--- config.mk ---
export PLATFORM = sky130hd
export DESIGN_NAME = kamus_lsu_ctrl
export DESIGN_NICKNAME = d
export VERILOG_FILES = /design/src/rtl/kamus_pkg.sv /design/src/rtl/kamus_lsu_align.sv /design/src/rtl/kamus_lsu_ctrl.sv
export SDC_FILE = /design/constraint.sdc
export NUM_CORES = 1
export LEC_CHECK = 0
export CAP_MARGIN = 25
export CORE_MARGIN = 3
export CORE_UTILIZATION = 41
export CTS_CLUSTER_DIAMETER = 120
export DETAILED_ROUTE_END_ITERATION = 16
export GPL_TIMING_DRIVEN = 0
export PLACE_DENSITY = 0.77
export SYNTH_ARGS = -nofsm -noshare
export SYNTH_HDL_FRONTEND = slang
export SYNTH_SLANG_ARGS = --single-unit
--- constraint.sdc ---
create_clock -name clk_i -period 4.7 [get_ports clk_i]
set_clock_uncertainty 0.05 [all_clocks]
set_input_delay 0.47 -clock clk_i [delete_from_list [all_inputs] [get_ports clk_i]]
set_output_delay 0.47 -clock clk_i [all_outputs]
set_load 0.05 [all_outputs]
--- src/rtl/kamus_pkg.sv ---
// Shared types and op-decoding helpers for the kamus load/store unit.
package kamus_pkg;

  // Encoding: op[1:0] is log2(access bytes), op[2] marks zero-extending loads, op[3] marks stores.
  typedef enum logic [3:0] {
    OpLb  = 4'h0,
    OpLh  = 4'h1,
    OpLw  = 4'h2,
    OpLd  = 4'h3,
    OpLbu = 4'h4,
    OpLhu = 4'h5,
    OpLwu = 4'h6,
    OpSb  = 4'h8,
    OpSh  = 4'h9,
    OpSw  = 4'hA,
    OpSd  = 4'hB
  } lsu_op_e;

  typedef logic [1:0] lsu_state_e;
  localparam lsu_state_e StIdle  = 2'd0;
  localparam lsu_state_e StReq   = 2'd1;
  localparam lsu_state_e StWaitR = 2'd2;

  function automatic logic [1:0] op_size(input logic [3:0] op);
    return op[1:0];
  endfunction

  function automatic logic op_is_store(input logic [3:0] op);
    return op[3];
  endfunction

  function automatic logic op_is_signed(input logic [3:0] op);
    return !op[3] && !op[2];
  endfunction

  // Unused encodings and 64-bit-only ops on a 32-bit datapath are rejected.
  function automatic logic op_legal(input logic [3:0] op, input int unsigned xlen);
    logic enc_ok;
    enc_ok = (op != 4'h7) && (op[3:2] != 2'b11);
    return enc_ok && !((xlen == 32) && ((op[1:0] == 2'b11) || (op == OpLwu)));
  endfunction

endpackage

--- src/rtl/kamus_lsu_align.sv ---
// Combinational lane logic: byte enables, store-data shift, alignment fault, load extension.
module kamus_lsu_align
  import kamus_pkg::*;
#(
  parameter int unsigned XLEN = 32
) (
  input  logic [3:0]        op_i,
  input  logic [2:0]        addr_lo_i,
  input  logic [XLEN-1:0]   wdata_i,
  input  logic [XLEN-1:0]   rdata_i,
  output logic [XLEN/8-1:0] be_o,
  output logic [XLEN-1:0]   wdata_o,
  output logic              fault_o,
  output logic [XLEN-1:0]   ldata_o
);

  localparam int unsigned NBYTES = XLEN / 8;
  localparam int unsigned OFS_W  = $clog2(NBYTES);

  logic [1:0]       size;
  logic [OFS_W-1:0] ofs;
  logic [OFS_W+2:0] shamt;
  logic [15:0]      be_wide;
  logic [XLEN-1:0]  shifted;
  logic             misalign;
  logic             sign_bit;
  logic             ext_bit;
  int unsigned      nbits;

  assign size  = op_size(op_i);
  assign ofs   = addr_lo_i[OFS_W-1:0];
  assign shamt = {ofs, 3'b000};

  // Natural alignment per access size, plus illegal ops folded into one fault.
  always_comb begin
    misalign = 1'b0;
    case (size)
      2'd0:    misalign = 1'b0;
      2'd1:    misalign = addr_lo_i[0];
      2'd2:    misalign = |addr_lo_i[1:0];
      default: misalign = |addr_lo_i;
    endcase
    fault_o = misalign || !op_legal(op_i, XLEN);
  end

  // Byte enables and lane-shifted store data.
  always_comb begin
    be_wide = ((16'd1 << (16'd1 << size)) - 16'd1) << ofs;
    be_o    = be_wide[NBYTES-1:0];
    wdata_o = wdata_i << shamt;
  end

  // Pull the addressed bytes down to bit 0 and fill the rest with sign or zero.
  always_comb begin
    shifted = rdata_i >> shamt;
    nbits   = 32'd8 << size;
    case (size)
      2'd0:    sign_bit = shifted[7];
      2'd1:    sign_bit = shifted[15];
      2'd2:    sign_bit = shifted[31];
      default: sign_bit = shifted[XLEN-1];
    endcase
    ext_bit = sign_bit && op_is_signed(op_i);
    ldata_o = '0;
    for (int unsigned i = 0; i < XLEN; i++) begin
      ldata_o[i] = (i < nbits) ? shifted[i] : ext_bit;
    end
  end

endmodule

--- src/rtl/kamus_lsu_ctrl.sv ---
// Load/store unit: EX handshake, L1D req/gnt/rvalid sequencing, WB result and fault pulses.
module kamus_lsu_ctrl
  import kamus_pkg::*;
#(
  parameter int unsigned XLEN   = 32,
  parameter int unsigned ADDR_W = 32,
  localparam int unsigned NBYTES = XLEN / 8,
  localparam int unsigned OFS_W  = $clog2(NBYTES)
) (
  input  logic              clk_i,
  input  logic              rst_i,
  input  logic              flush_i,
  input  logic              ex_valid_i,
  output logic              ex_ready_o,
  input  logic [3:0]        ex_op_i,
  input  logic [ADDR_W-1:0] ex_addr_i,
  input  logic [XLEN-1:0]   ex_wdata_i,
  input  logic [4:0]        ex_rd_i,
  output logic              dmem_req_o,
  output logic              dmem_we_o,
  output logic [ADDR_W-1:0] dmem_addr_o,
  output logic [NBYTES-1:0] dmem_be_o,
  output logic [XLEN-1:0]   dmem_wdata_o,
  input  logic              dmem_gnt_i,
  input  logic              dmem_rvalid_i,
  input  logic [XLEN-1:0]   dmem_rdata_i,
  output logic              wb_valid_o,
  output logic [4:0]        wb_rd_o,
  output logic [XLEN-1:0]   wb_data_o,
  output logic              misalign_o,
  output logic [ADDR_W-1:0] fault_addr_o,
  output logic              busy_o
);

  lsu_state_e        state_q, state_d;
  logic [3:0]        op_q;
  logic [ADDR_W-1:0] addr_q;
  logic [XLEN-1:0]   wdata_q;
  logic [4:0]        rd_q;
  logic              squash_q;
  logic              wb_valid_q;
  logic [4:0]        wb_rd_q;
  logic [XLEN-1:0]   wb_data_q;
  logic              mis_q;
  logic [ADDR_W-1:0] fault_addr_q;

  logic              is_idle, in_req, accept;
  logic [3:0]        a_op;
  logic [ADDR_W-1:0] a_addr;
  logic [XLEN-1:0]   a_wdata;
  logic [NBYTES-1:0] a_be;
  logic [XLEN-1:0]   a_wdata_sh;
  logic [XLEN-1:0]   a_ldata;
  logic              a_fault;

  assign is_idle    = (state_q == StIdle);
  assign in_req     = (state_q == StReq);
  assign ex_ready_o = is_idle && !rst_i;
  assign accept     = ex_valid_i && ex_ready_o && !flush_i;

  // In IDLE the aligner checks the incoming op; afterwards it works on the latched op.
  assign a_op    = is_idle ? ex_op_i : op_q;
  assign a_addr  = is_idle ? ex_addr_i : addr_q;
  assign a_wdata = is_idle ? ex_wdata_i : wdata_q;

  kamus_lsu_align #(
    .XLEN(XLEN)
  ) u_align (
    .op_i     (a_op),
    .addr_lo_i(a_addr[2:0]),
    .wdata_i  (a_wdata),
    .rdata_i  (dmem_rdata_i),
    .be_o     (a_be),
    .wdata_o  (a_wdata_sh),
    .fault_o  (a_fault),
    .ldata_o  (a_ldata)
  );

  // Next-state: faults never leave IDLE; gnt beats a same-cycle flush.
  always_comb begin
    state_d = state_q;
    unique case (state_q)
      StIdle:  if (accept && !a_fault) state_d = StReq;
      StReq: begin
        if (dmem_gnt_i)   state_d = op_is_store(op_q) ? StIdle : StWaitR;
        else if (flush_i) state_d = StIdle;
      end
      StWaitR: if (dmem_rvalid_i) state_d = StIdle;
      default: state_d = StIdle;
    endcase
  end

  // State, operand latches and one-cycle result/fault pulses.
  always_ff @(posedge clk_i or posedge rst_i) begin
    if (rst_i) begin
      state_q      <= StIdle;
      op_q         <= '0;
      addr_q       <= '0;
      wdata_q      <= '0;
      rd_q         <= '0;
      squash_q     <= 1'b0;
      wb_valid_q   <= 1'b0;
      wb_rd_q      <= '0;
      wb_data_q    <= '0;
      mis_q        <= 1'b0;
      fault_addr_q <= '0;
    end else begin
      state_q    <= state_d;
      wb_valid_q <= 1'b0;
      mis_q      <= 1'b0;
      if (accept) begin
        op_q     <= ex_op_i;
        addr_q   <= ex_addr_i;
        wdata_q  <= ex_wdata_i;
        rd_q     <= ex_rd_i;
        squash_q <= 1'b0;
        if (a_fault) begin
          mis_q        <= 1'b1;
          fault_addr_q <= ex_addr_i;
        end
      end
      if (in_req && dmem_gnt_i && flush_i) squash_q <= 1'b1;
      if (state_q == StWaitR) begin
        if (flush_i) squash_q <= 1'b1;
        if (dmem_rvalid_i && !squash_q && !flush_i) begin
          wb_valid_q <= 1'b1;
          wb_data_q  <= a_ldata;
          wb_rd_q    <= rd_q;
        end
      end
    end
  end

  assign dmem_req_o   = in_req;
  assign dmem_we_o    = in_req && op_is_store(op_q);
  assign dmem_addr_o  = in_req ? {addr_q[ADDR_W-1:OFS_W], {OFS_W{1'b0}}} : '0;
  assign dmem_be_o    = in_req ? a_be : '0;
  assign dmem_wdata_o = in_req ? a_wdata_sh : '0;
  assign wb_valid_o   = wb_valid_q;
  assign wb_rd_o      = wb_rd_q;
  assign wb_data_o    = wb_data_q;
  assign misalign_o   = mis_q;
  assign fault_addr_o = fault_addr_q;
  assign busy_o       = !is_idle;

endmodule

---- Yosys cells after proc, flatten, opt, wreduce, memory -nomap -nowiden ----
Cells that the tools add are included.
operators by class
  add/sub/neg operators ................... 1
  reduce and logical (&&, ||, !) cells .... 31
  shift operators ......................... 6
  mux-type cells .......................... 54
  equality and inequality tests ........... 11
  order comparisons ....................... 32
operators with widths
  operator                 number
  $lt A5 B32 Y1 const A    16
  $lt A4 B32 Y1 const A    8
  $lt A3 B32 Y1 const A    4
  $mux W32                 3
  $lt A1 B32 Y1 const A    2
  $lt A2 B32 Y1 const A    2
  $mux W1                  40
  $shl A32 B5 Y32          1
  $shl A4 B2 Y32 const A   1
  $shr A32 B5 Y32          1
  $shl A1 B16 Y16 const A  1
  $shl A1 B2 Y16 const A   1
  $shl A16 B2 Y4           1
  $sub A16 B1 Y16 const B  1
  $logic_and A1 B1 Y1      13
  $mux W2                  5
  $logic_not A1 Y1         9
  $mux W4                  2
  $eq A2 B2 Y1 const B     3
  $pmux W2 S3              1
  $eq A2 B1 Y1 const B     2
  $eq A4 B3 Y1 const B     1
  $logic_not A2 Y1         2
  $ne A2 B2 Y1 const B     2
  other kinds (11)         13
storage, ports and cells
  output and inout bits ................... 143
  register bits after elaboration ......... 147
  logic and storage cells ................. 146
  input port bits ......................... 111

---- Longest topological paths before layout ----
  depth after elaboration ................. 12
  mapped depth ............................ 10

---- Modules after synthesis ----
A second synthesis with hierarchy kept.
unflattened totals
  cell total of the unflattened synthesis .. 650
  area, all modules ....................... 7,897.6 sq um
modules (own cells, without submodules)
  module           instances  sequential area each (sq um)  area each (sq um)  cells each
  kamus_lsu_ctrl   1          3,678.5                       6,428.7            442
  kamus_lsu_align  1          0.0                           1,468.9            208

---- Least setup slack after synthesis ----
OpenSTA, ideal clock, no wires.
  path kind ............................... register to output
  from .................................... register state_q[1]
  to ...................................... output dmem_wdata_o[25]
  data required time ...................... 4.180 ns
  arrival time ............................ 2.846 ns
  setup slack ............................. 1.334 ns
  stages on the path, launching flop included .. 8
  path buffers ............................ 3
  cell sequence ........................... dfrtp_1 nor2_2 buf_4 mux2_4 buf_2 buf_2 mux2i_1 a211oi_1
between the ends
  longest elaborated chain between the ends .. 4
RTL lines
  what                                 line                                        text
  from (decl)                          kamus_lsu_ctrl.sv:35                        lsu_state_e state_q, state_d;
  from (signal assigned)               kamus_lsu_ctrl.sv:96                        state_q <= StIdle;
  from (signal assigned)               kamus_lsu_ctrl.sv:108                       state_q <= state_d;
  $logic_not A2 Y1                     kamus_lsu_ctrl.sv:56                        assign is_idle = (state_q == StIdle);
  $mux W32 or $mux W3 (tied branches)  kamus_lsu_ctrl.sv:64, kamus_lsu_ctrl.sv:63
  $shl A32 B5 Y32                      kamus_lsu_align.sv:50                       wdata_o = wdata_i << shamt;
  $mux W32 *                           kamus_lsu_ctrl.sv:138                       assign dmem_wdata_o = in_req ? a_wdata_sh : '0;
  to (decl)                            kamus_lsu_ctrl.sv:23                        output logic [XLEN-1:0] dmem_wdata_o,
Mark *: on every way between the ends. The rest lies on a longest branch, timed or not.

---- Worst setup path after layout ----
  from .................................... register state_q[1]
  to ...................................... output dmem_be_o[2]
between the ends
  longest elaborated chain between the ends .. 7
RTL lines
  what              line                   text
  $logic_not A2 Y1  kamus_lsu_ctrl.sv:56
  $mux W4           kamus_lsu_ctrl.sv:62   assign a_op = is_idle ? ex_op_i : op_q;
  $shl A1 B2 Y16    kamus_lsu_align.sv:48  be_wide = ((16'd1 << (16'd1 << size)) - 16'd1) << ofs;
  $shl A1 B16 Y16   kamus_lsu_align.sv:48
  $sub A16 B1 Y16   kamus_lsu_align.sv:48
  $shl A16 B2 Y4    kamus_lsu_align.sv:48
  $mux W4 *         kamus_lsu_ctrl.sv:137  assign dmem_be_o = in_req ? a_be : '0;
  to (decl)         kamus_lsu_ctrl.sv:22   output logic [NBYTES-1:0] dmem_be_o,
Marked as above.

==> impl_metrics.csv <==
group,metric,value,unit
timing,period_needed,4240,ps
clocking,root_buffer,"clkbuf_16",
layout,final_nets,1030,
critical_path,crit_start,"state_q[1]$_DFFE_PP0P_",
power_and_ir_drop,p_leak,4.58,nW
timing,setup_viol,0,
worst_hold_path,min_from,"rd_q[1]$_DFFE_PP0P_",
timing,period_share,90.2,%
routing,drt-wirelength-per-cell,18.7,um
clocking,cts.path.max_buffers,2,
timing,worstMarginPinSlew,762,ps
routing,firstDrtPassIters,5,
clocking,path_clk_slew,60,ps
routing,vias_per_cell,5.20,
routing,drc_errors,0,
synth,yosysUniqueCellTypes,46,
clocking,post-cts-setup-buffer-count,0,
clocking,cts_max_level,4,
timing,rsz0062_at_grt,"false",
critical_path,startpoint_type,"flip-flop",
die,fp.dieH,137,um
clocking,cts_sinks,147,
power_and_ir_drop,finalPower,5.01,mW
die,dieArea,18700,sq um
critical_path,path_class,"flip-flop to output port",
routing,wl,21600,um
global_route,track_usage,23.1,%
clocking,cts_hold_buf,0,
die,die_x,137,um
critical_path,cp_data_arrival_time,3720,ps
timing,finalMaxSlewViolations,0,
timing,slew-limit-headroom,47.7,%
placed_design,place_congestion,0.897,
routing,ant_nets,0,
placed_design,post-dp-hpwl,15900,um
critical_path,required,4180,ps
power_and_ir_drop,powerDensity,478,nW/um^2
job,maxCapViolations,0,
synth,synth_cells,647,
die,coreArea,16600,sq um
timing,fin_hold_ws,411,ps
timing,max_freq,236,MHz
synth,yosysSeqAreaShare,52.4,%
critical_path,crit_path_end_kind,"output port",
global_route,grt_pass1_wl,33400,um
critical_path,reg2reg_from,"state_q[1]$_DFFE_PP0P_",
global_route,grt_max_degree,82,
synth,syn-cell-area,7020,sq um
die,io_pins,254,
clocking,numCtsBuffers,17,
critical_path,cpPeakStageDelay,850,ps
routing,drt_iter0_markers,311,
critical_path,worstRegToRegCells,7,
global_route,grt_pass1_vias,6062,
clocking,clkLatencyLatePin,430,ps
global_route,antenna_found_initial,0,
worst_hold_path,min_path_cells,2,
worst_hold_path,hp-class,"flip-flop to flip-flop",
critical_path,crit_fanout,10,
synth,synth_area_per_cell,10.8,sq um
die,fp-row-count,47,
die,initial_utilization,42.2,%
critical_path,critPathSlowestCell,"clkdlybuf4s50_1",
global_route,grt-ovfl-total,0,
synth,ys_ff_latch,147,
layout,area_delta_synth_final,49.6,%
critical_path,crit_chain,"nor2_2 > buf_4 > mux2i_1 > clkbuf_1 > o21ai_0 > a21oi_1 > clkdlybuf4s50_1",
placed_design,port_buffers,251,
routing,dr_total_vias,5993,
timing,finalHoldViolCount,0,
clocking,cts_tree,"done",
synth,yosysWarnings,0,
layout,drive_gt1_share,14.8,%
clocking,post_cts_resized,0,
power_and_ir_drop,ir_worst_vdd,0.000344,V
outcome,status,"completed",
[layout make-up]
class	instances	area, sq um
diodes	1	2.50
plain buffers	41	208
clock buffers	17	425
clock inverters	15	229
fillers	1362	6150
inverters	8	35.0
multi-input cells	452	3100
flip-flops and latches	147	3680
well taps	220	275
repair buffers	252	2540
[per-layer routing]
layer / GRT usage (%) / routed length, um / part of all wire, % / vias up
met4: 6.49 / 353 / 1.6 / 0
met2: 38.4 / 10700 / 50 / 224
li1: - / - / - / 2788
met5: 0 / 0 / 0 / -
met3: 6.58 / 1610 / 7.4 / 32
met1: 29.5 / 8930 / 41 / 2949
[cells in the final DEF, fill, tap and decap left out, types with 5 or more instances in the layout]
master           count
dfrtp_1            147
mux2i_1             20
clkbuf_16           17
a211oi_1            16
o21ai_0             21
buf_2               10
a21oi_1             13
nor2_1              17
and2_1              40
mux2_2              78
a22oi_1              9
and3_1               8
clkbuf_1            20
clkdlybuf4s50_1    251
nand2_1            130
mux2_1              29
nand3_1             29
bufinv_16            5
nand4_1              6
[metrics by stage]
| step | setup TNS (ps) | setup slack (ps) | cells | utilization (%) | instance area (sq um) |
|---|---|---|---|---|---|
| after floorplan | 0 | 229 | 648 | - | 7020 |
| after global placement | -291730 | -1990 | 1119 | 58.9 | 9810 |
| after detailed placement | 0 | 724 | 1120 | 59.1 | 9840 |
| after CTS | 0 | 447 | 1152 | 63.1 | 10500 |
| after global routing | 0 | 242 | 1152 | 63.1 | 10500 |
| final | 0 | 461 | 1153 | 63.1 | 10500 |
[logic make-up after synthesis]
kind of cell	after synthesis	share of synthesized area, %
compound gates	73	6.90
mux	130	20.8
other cells	1	0.0535
buf+inv	49	3.39
simple gates	247	16.4
flops	147	52.4
[worst paths after layout]
check,end,slack [ps]
min in group asynchronous,fault_addr_o[21]$_DFFE_PP0P_,490
min reg2reg,wb_rd_o[1]$_DFFE_PP0P_,410
max,dmem_be_o[2],460
min,wb_rd_o[1]$_DFFE_PP0P_,410
max in group asynchronous,wb_data_o[9]$_DFFE_PP0P_,3320
max reg2reg,wb_data_o[8]$_DFFE_PP0P_,1820
[registers in the layout, indices dropped and copies added (netlist names), 2 cells and up]
signal	count
addr_q	32
state_q	2
wb_data_o	32
rd_q	5
op_q	4
wb_rd_o	5
wdata_q	32
fault_addr_o	32
[critical path, delay by kind of cell, from the launching register on]
family | cells | cell delay (ps)
flip-flops | 1 | 450
multiplexers | 1 | 670
AO/OA/AOI/OAI | 2 | 370
buffers and inverters | 3 | 1580
AND/OR/NAND/NOR | 1 | 220
[Yosys cell counts (all sizes together)]
cell / instances / share of area [%]
nand3b: 1 / 0.11
o21ai: 22 / 1.6
nand2: 130 / 7.0
and3: 8 / 0.71
nand4: 6 / 0.54
inv: 7 / 0.37
clkinv: 1 / 0.053
nor2b: 1 / 0.089
clkbuf: 20 / 1.1
a21oi: 13 / 0.93
o22ai: 2 / 0.18
a22o: 1 / 0.12
nor3: 4 / 0.29
or4b: 2 / 0.29
o21a: 1 / 0.11
a22oi: 9 / 0.96
conb: 1 / 0.053
a211oi: 16 / 1.7
o21ba: 1 / 0.14
o31ai: 2 / 0.48
nand2b: 2 / 0.18
nand3: 29 / 2.1
buf: 21 / 1.9
a222oi: 1 / 0.14
nor4: 1 / 0.089
and2: 40 / 3.6
nor2: 18 / 1.0
nor3b: 2 / 0.21
o2111ai: 1 / 0.12
or4: 1 / 0.11
o32ai: 2 / 0.25
nor4b: 2 / 0.25
a31oi: 2 / 0.18
mux2i: 21 / 3.2
dfrtp: 147 / 52
mux2: 109 / 18
[report_power, final]
part | switching [mW] | internal [mW] | total (mW)
registers | 0.190 | 1.58 | 1.77
logic | 1.06 | 0.670 | 1.73
clock network | 0.568 | 0.948 | 1.52
total | 1.82 | 3.19 | 5.01
(Power assumes the default switching activity.)
==> RTL edit: new RTL, config.mk and constraints unchanged <==
`XLEN` is set to 32 in 2 places; all go to 64.
--- a/src/rtl/kamus_lsu_align.sv
+++ b/src/rtl/kamus_lsu_align.sv
@@ -2,7 +2,7 @@
 module kamus_lsu_align
   import kamus_pkg::*;
 #(
-  parameter int unsigned XLEN = 32
+  parameter int unsigned XLEN = 64
 ) (
   input  logic [3:0]        op_i,
   input  logic [2:0]        addr_lo_i,
--- a/src/rtl/kamus_lsu_ctrl.sv
+++ b/src/rtl/kamus_lsu_ctrl.sv
@@ -2,7 +2,7 @@
 module kamus_lsu_ctrl
   import kamus_pkg::*;
 #(
-  parameter int unsigned XLEN   = 32,
+  parameter int unsigned XLEN   = 64,
   parameter int unsigned ADDR_W = 32,
   localparam int unsigned NBYTES = XLEN / 8,
   localparam int unsigned OFS_W  = $clog2(NBYTES)
Interface: changed (5 resized); port bits go from 254 to 386. The function was not compared with the original's and may differ.
==> RTL edit against the unedited design <==
The flow now finishes with violations (negative setup slack); cell area grew 80%; wire length rose to 2.8 times the old value; sequential share of layout area shrank 7.1 points; setup slack worse by 0.52 ns; total power increased by 77%; combinational power increased by 150%; die area increased by 88%; synthesized cell count increased by 110%; clock power is 24% higher; synthesized area is 93% higher; non-clock buffer count grew 219; sequential cell count grew 64; cell count is 97% higher; core utilization fell by 4.2 points; highest routed layer is now met5.
==> RTL edit: results <==
[worst_setup_path]
r2r-end = rd_q[0]
crit_slowest_cell = clkdlybuf4s50_1
endpoint = dmem_wdata_o[39]
cpPeakStageDelay_ns = 0.87
arrival_ns = 4.24
worstPathMaxFanout = 10
crit_buf_inv = 3
r2r-start = state_q[1]
reg2reg_slack_ns = 1.44
reg2reg_depth = 9

[drt]
drt-met1-wl_um = 23400
routed.top_layer = met5
wl_met3_um = 6960
wl_met2_um = 27100
first_pass_iters = 6
via_count = 13800
drt_iter0_markers = 1392
wl_per_cell_um = 26.8

[grt]
use_met3 = 0.0976
met1_usage = 0.427
use_met2 = 0.518
antenna_found_initial = 9
grt_max_degree = 44
track_usage = 0.333
grt_pass1_wl_um = 90300

[clock_tree]
clockBufferDepth = 3
cts_setup_buffers = 0
clock_latency_ns = 0.54
h-tree-depth = 1
cts_buffers = 25

[placed_design]
dp_cells = 2216
placed_area_sq_um = 18000
gp_congestion = 1.06
hpwlAfterDp_um = 47000
portBuffers = 382

[run_status]
outcome = finished, violations left
violations = negative setup slack

[synthesis]
synthTopCellsByArea = dfrtp_1 39%, mux2_2 13%, mux2i_1 7.6%, nor2_1 4.0%, mux4_2 4.0%
synth.distinct_cells = 63
synthFlopType = dfrtp_1
netlist_instances = 1390
synthTopCellsByCount = 211 x dfrtp_1, 158 x mux2_2, 144 x nor2_1
synth-seq-area-share = 0.391

[final_layout]
drive_above_1_share = 0.181
instances_no_fill = 2266
num-nets-final = 1982

[power_and_ir_drop]
power.switching_uw = 3880
power_frac_comb = 0.479
vdd.ir_drop.worst_v = 0.000311
powerClk_uw = 1890
p_leak_uw = 0.00797

[timing]
slew_headroom = 0.395
finalSetupViolations = 1
postLayoutSetupSlackWorst_ns = -0.0609

[hold_path]
hold_path.class = in2async
==> RTL edit: changes by cell type in the layout (fill, tap and decap cells not counted), moves of 33 or more <==
cell / unedited run / this run
o22ai_1: 2 / 35
clkbuf_1: 20 / 59
clkdlybuf4s50_1: 251 / 363
dfrtp_1: 147 / 211
mux2i_1: 20 / 101
mux2_2: 78 / 158
a21oi_1: 13 / 105
nor2_1: 17 / 144
==> RTL edit: logic make-up (layout without fill, tap and decap cells) <==
kind of cell	after synthesis	in the layout	share of synthesized area
buffers and inverters	131	564	0.0428
flip-flops	211	211	0.391
AO/OA/AOI/OAI	354	354	0.177
multiplexers	295	295	0.256
AND/OR/NAND/NOR	398	398	0.134
other	1	9	0.000277
==> RTL edit: metrics by stage <==
step | worst slack, ns | setup TNS, ns | utilization | total power (uW) | hold slack, ns
2_1_floorplan | 1.06 | 0 | - | 5400 | 0.383
3_3_place_gp | -0.489 | -68.18 | 0.559 | 6880 | 0.401
3_5_place_dp | -0.505 | -6.58 | 0.563 | 6960 | 0.399
4_1_cts | 0.000925 | 0 | 0.587 | 8860 | 0.276
5_1_grt | 0.00400 | 0 | 0.589 | 9210 | 0.316
6_report | -0.0609 | -0.0609 | 0.589 | 8900 | 0.273
==> RTL edit: cell type report <==
cell class | instances | area [sq um]
sequential | 211 | 5280
antenna | 6 | 15.0
multi-input combinational | 1050 | 7690
clock buffer | 30 | 694
clock inverter | 15 | 95.1
buffer | 123 | 572
inverter | 7 | 30.0
fill | 2810 | 13200
tap | 435 | 544
timing repair buffer | 389 | 3960
==> RTL edit: what timing repair did <==
item | CTS | global route
hold buffers | 0 | 0
resized for setup | 19 | 38
setup endpoints to repair | 44 | 46
cloned | 0 | 0
